**config.mk**
```make
export PLATFORM = sky130hd
export DESIGN_NAME = spi_req_arbiter
export DESIGN_NICKNAME = d
export VERILOG_FILES = /design/src/rtl/spi_req_arbiter.sv
export SDC_FILE = /design/constraint.sdc
export NUM_CORES = 1
export LEC_CHECK = 0
export ABC_AREA = 1
export CAP_MARGIN = 20
export CORE_MARGIN = 10
export CORE_UTILIZATION = 35
export CTS_CLUSTER_DIAMETER = 40
export CTS_CLUSTER_SIZE = 14
export DETAILED_ROUTE_END_ITERATION = 12
export GPL_ROUTABILITY_DRIVEN = 0
export PLACE_DENSITY = 0.73
export RECOVER_POWER = 50
export SLEW_MARGIN = 5
export SYNTH_ARGS = -nofsm -noshare
export SYNTH_HDL_FRONTEND = slang
export SYNTH_SLANG_ARGS = --single-unit
```
**constraint.sdc**
```tcl
create_clock -name i_clk -period 1.86 [get_ports i_clk]
set_clock_uncertainty 0.05 [all_clocks]
set_input_delay 0.186 -clock i_clk [delete_from_list [all_inputs] [get_ports i_clk]]
set_output_delay 0.186 -clock i_clk [all_outputs]
set_load 0.005 [all_outputs]
```
**src/rtl/spi_req_arbiter.sv**
```systemverilog
// Round-robin arbiter that shares one SPI master between two requesters.
// Each grant runs exactly one frame, which ends when FRAME_BITS SCLK rises have been counted or the watchdog expires.
module spi_req_arbiter #(
  parameter int FRAME_BITS = 64,
  parameter int TIMEOUT    = 1023
) (
  input  logic        i_clk,
  input  logic        i_rst,
  input  logic        i_req0,
  input  logic        i_req1,
  input  logic [7:0]  i_cmd0,
  input  logic [7:0]  i_cmd1,
  input  logic [23:0] i_addr0,
  input  logic [23:0] i_addr1,
  input  logic [31:0] i_wdata0,
  input  logic [31:0] i_wdata1,
  input  logic        i_sclk,
  output logic        o_gnt0,
  output logic        o_gnt1,
  output logic        o_done0,
  output logic        o_done1,
  output logic        o_enable,
  output logic [7:0]  o_commands,
  output logic [23:0] o_address,
  output logic [31:0] o_data_out,
  output logic        o_busy,
  output logic        o_err
);

  localparam int CW = $clog2(FRAME_BITS + 1);
  localparam int WW = $clog2(TIMEOUT + 1);

  typedef enum logic [1:0] {
    S_IDLE = 2'd0,
    S_RUN  = 2'd1,
    S_DONE = 2'd2
  } state_t;

  state_t          r_state;
  logic            r_last;
  logic            r_owner;
  logic            r_sclk_d;
  logic [CW-1:0]   r_cnt;
  logic [WW-1:0]   r_wd;

  logic            w_edge;
  logic            w_win;
  logic            w_last_edge;
  logic            w_expire;

  // Edge detect, winner selection and frame-end conditions
  always_comb begin
    w_edge = i_sclk & ~r_sclk_d;
    if (i_req0 && i_req1) begin
      w_win = ~r_last;
    end else if (i_req0) begin
      w_win = 1'b0;
    end else begin
      w_win = 1'b1;
    end
    w_last_edge = w_edge && (r_cnt == CW'(FRAME_BITS - 1));
    // An edge in the same cycle resets the watchdog, so it takes priority
    w_expire    = !w_edge && (r_wd == WW'(TIMEOUT - 1));
  end

  // Sequencer FSM with registered outputs
  always_ff @(posedge i_clk) begin
    if (i_rst) begin
      r_state    <= S_IDLE;
      r_last     <= 1'b1;
      r_owner    <= 1'b0;
      r_sclk_d   <= 1'b0;
      r_cnt      <= '0;
      r_wd       <= '0;
      o_gnt0     <= 1'b0;
      o_gnt1     <= 1'b0;
      o_done0    <= 1'b0;
      o_done1    <= 1'b0;
      o_enable   <= 1'b0;
      o_commands <= 8'h00;
      o_address  <= 24'h000000;
      o_data_out <= 32'h00000000;
      o_busy     <= 1'b0;
      o_err      <= 1'b0;
    end else begin
      r_sclk_d <= i_sclk;
      o_gnt0   <= 1'b0;
      o_gnt1   <= 1'b0;
      o_done0  <= 1'b0;
      o_done1  <= 1'b0;
      o_err    <= 1'b0;
      case (r_state)
        S_IDLE: begin
          if (i_req0 || i_req1) begin
            r_last     <= w_win;
            r_owner    <= w_win;
            o_gnt0     <= ~w_win;
            o_gnt1     <= w_win;
            o_commands <= w_win ? i_cmd1   : i_cmd0;
            o_address  <= w_win ? i_addr1  : i_addr0;
            o_data_out <= w_win ? i_wdata1 : i_wdata0;
            o_enable   <= 1'b1;
            o_busy     <= 1'b1;
            r_cnt      <= '0;
            r_wd       <= '0;
            r_state    <= S_RUN;
          end
        end
        S_RUN: begin
          if (w_last_edge || w_expire) begin
            o_enable <= 1'b0;
            o_done0  <= ~r_owner;
            o_done1  <= r_owner;
            o_err    <= w_expire;
            r_cnt    <= w_edge ? (r_cnt + CW'(1)) : r_cnt;
            r_wd     <= '0;
            r_state  <= S_DONE;
          end else if (w_edge) begin
            r_cnt <= r_cnt + CW'(1);
            r_wd  <= '0;
          end else begin
            r_wd <= r_wd + WW'(1);
          end
        end
        S_DONE: begin
          o_busy  <= 1'b0;
          r_state <= S_IDLE;
        end
        default: begin
          o_enable <= 1'b0;
          o_busy   <= 1'b0;
          r_state  <= S_IDLE;
        end
      endcase
    end
  end

endmodule

```
==> results.json <==
{
  "fin_crit_ns": 1.63,
  "ir_drop_mv": 0.427,
  "nets": 829,
  "drt_iter0_drc": 172,
  "crit_slowest_cell": "clkbuf_4",
  "grt_pass1_wl_um": 20600,
  "worstPathArrival_ns": 1.88,
  "synth_area_leader_cell": "dfxtp_1",
  "antenna_left": 0,
  "core_um2": 10400,
  "hold_depth": 3,
  "cts_root_buf": "clkbuf_8",
  "relSlewSlack": 0.729,
  "worstRegToRegCells": 8,
  "die_w_um": 124,
  "crit_cells": 8,
  "worstMarginPinSlew_ns": 0.405,
  "clk_pin_slew_ns": 0.10,
  "syn_area_um2": 3790,
  "die_h_um": 124,
  "cts_tree": "built",
  "crit_type": "flip-flop to flip-flop",
  "postSynthAreaPerCell_um2": 7.74,
  "diodes": 0,
  "period_share": 0.876,
  "power_density_nw_per_um2": 731,
  "drtPass1Iterations": 4,
  "cp.required_ns": 2.11,
  "antenna_found_initial": 0,
  "start_util": 0.364,
  "ctsHoldBuffers": 0,
  "drive_above_1_share": 0.0487,
  "status": "finished clean",
  "ctsResizeCount": 0,
  "setup.worst_path.start_class": "flip-flop",
  "gr-total-overflow": 0,
  "grt_pass1_vias": 4160,
  "setup_viol": 0,
  "cts.path.max_buffers": 2,
  "htreeDepth": 3,
  "grt_usage": 0.168,
  "numCtsBuffers": 9,
  "grt_setup_unrepaired": "false",
  "synthesis.nets": 626,
  "crit_buf_inv": 2,
  "hold_path_class": "primary input to flip-flop",
  "crit_family": "simple AND/OR/NAND/NOR gates",
  "place_area_um2": 5990,
  "numClockSinks": 93,
  "yosysSeqAreaShare": 0.491,
  "io_buffer_count": 203,
  "slew_violations": 0,
  "finalInstanceArea_um2": 6170,
  "vias_per_cell": 4.77,
  "synth_cells": 490,
  "num_vias": 3979,
  "r2r_slack_ns": 0.23,
  "synth-seq-cells": 93,
  "max_freq_mhz": 613,
  "cpPeakStageDelay_ns": 0.39,
  "avgRoutedWirePerCell_um": 16.1,
  "p_leak_nw": 2.76,
  "maxCapViolations": 0,
  "path_cells": "inv_2 > nand2_1 > nor2_4 > nand2_4 > nor2_4 > clkbuf_4 > a22oi_1 > nand2_1",
  "grt_max_degree": 43,
  "io_pins": 204,
  "synth_cell_types": 23,
  "area_delta_synth_final_pct": 62.7,
  "wl_um": 13400,
  "synth_top_area_frac": 0.491,
  "post_cts_buffers": 0,
  "num_rows": 37,
  "crit_fanout": 34,
  "hold_violations": 0,
  "yosys_warnings": 0,
  "clk_latency_ns": 0.36,
  "die-area_um2": 15400,
  "netlist_top_cells_area": "dfxtp_1, nand2_1, a22oi_1",
  "drc": 0,
  "dp_hpwl_um": 10700,
  "endpoint_kind": "flip-flop",
  "setup-tns-final_ns": 0
}
[cell type report]
cell class / instances / area, um^2
clock inverter: 3 / 45.0
inverter: 30 / 113
multi-input combinational: 344 / 1660
sequential: 93 / 1860
clock buffer: 13 / 149
tap: 136 / 170
fill: 932 / 4250
timing repair buffer: 215 / 2170
[cell usage after synthesis (all sizes together)]
cell,number
a21oi,7
a22oi,62
buf,22
clkbuf,1
dfxtp,93
ha,3
inv,30
nand2,189
nand3,13
nand3b,1
nand4,2
nor2,52
nor3,2
o21ai,8
o21bai,1
xor2,4
[flip-flops by register name, summed over array words and instances (netlist names)]
signal,cells
o_data_out,32
o_address,24
r_wd,10
o_commands,8
r_cnt,7
r_state,2
o_busy,1
o_done0,1
o_done1,1
o_enable,1
o_err,1
o_gnt0,1
o_gnt1,1
r_last,1
r_owner,1
r_sclk_d,1
[metrics by stage]
stage | utilization | power (mW) | std cells | setup WS, ns | hold WS, ns
after floorplan | - | 2.57 | 490 | 0.542 | 0.246
after global placement | 0.575 | 3.24 | 818 | 0.0771 | 0.391
after detailed placement | 0.575 | 3.25 | 818 | 0.0271 | 0.391
after CTS | 0.594 | 4.62 | 834 | 0.312 | 0.290
after global routing | 0.592 | 4.72 | 834 | 0.0677 | 0.299
final | 0.592 | 4.51 | 834 | 0.230 | 0.305
[worst min-delay path: stages]
cell and delay, ns:
clkdlybuf4s50_1 0.39, nand2_1 0.06, nand2_1 0.04
[final timing paths]
kind	start	to
setup reg to reg	r_state[1]$_SDFFE_PP0P_	o_data_out[26]$_SDFFE_PP0P_
hold reg to reg	r_owner$_SDFFE_PP0P_	o_done0$_SDFF_PP0_
setup / recovery	r_state[1]$_SDFFE_PP0P_	o_data_out[26]$_SDFFE_PP0P_
hold / removal	i_wdata0[0]	o_data_out[0]$_SDFFE_PP0P_
[power by group]
part,total (mW),leakage (nW),switching [mW],internal [mW]
Clock,1.37,0.0899,0.712,0.662
Combinational,0.912,1.91,0.361,0.552
Sequential,2.22,0.764,0.0811,2.14
[cell usage in the layout (no fill, tap or decap), drive strengths merged]
cell type,netlist,routed
a21oi,7,7
a22oi,62,62
buf,22,10
bufinv,0,1
clkbuf,1,15
clkdlybuf4s50,0,140
clkinvlp,0,2
dfxtp,93,93
dlygate4sd3,0,63
ha,3,3
inv,30,30
nand2,189,189
nand3,13,13
nand3b,1,1
nand4,2,2
nor2,52,52
nor3,2,2
o21ai,8,8
o21bai,1,1
xor2,4,4
[per-layer routing]
metal / vias to the layer above / share of wire / track usage / wire length [um]
met5: - / 0 / 0 / 0
met4: 0 / 0.021 / 0.0619 / 282
met3: 22 / 0.14 / 0.106 / 1830
met2: 167 / 0.46 / 0.271 / 6200
met1: 1793 / 0.38 / 0.174 / 5110
li1: 1997 / - / - / -
[logic make-up (layout without fill, tap and decap cells)]
logic type	after synthesis	count (layout)	share of synthesized area
XOR/XNOR	4	4	0.00924
AO/OA/AOI/OAI	78	78	0.145
AND/OR/NAND/NOR	259	259	0.274
adder cells (fa/ha/maj)	3	3	0.00990
buffers and inverters	53	261	0.0710
flip-flops	93	93	0.491
Power figures use the tool's default switching activity.
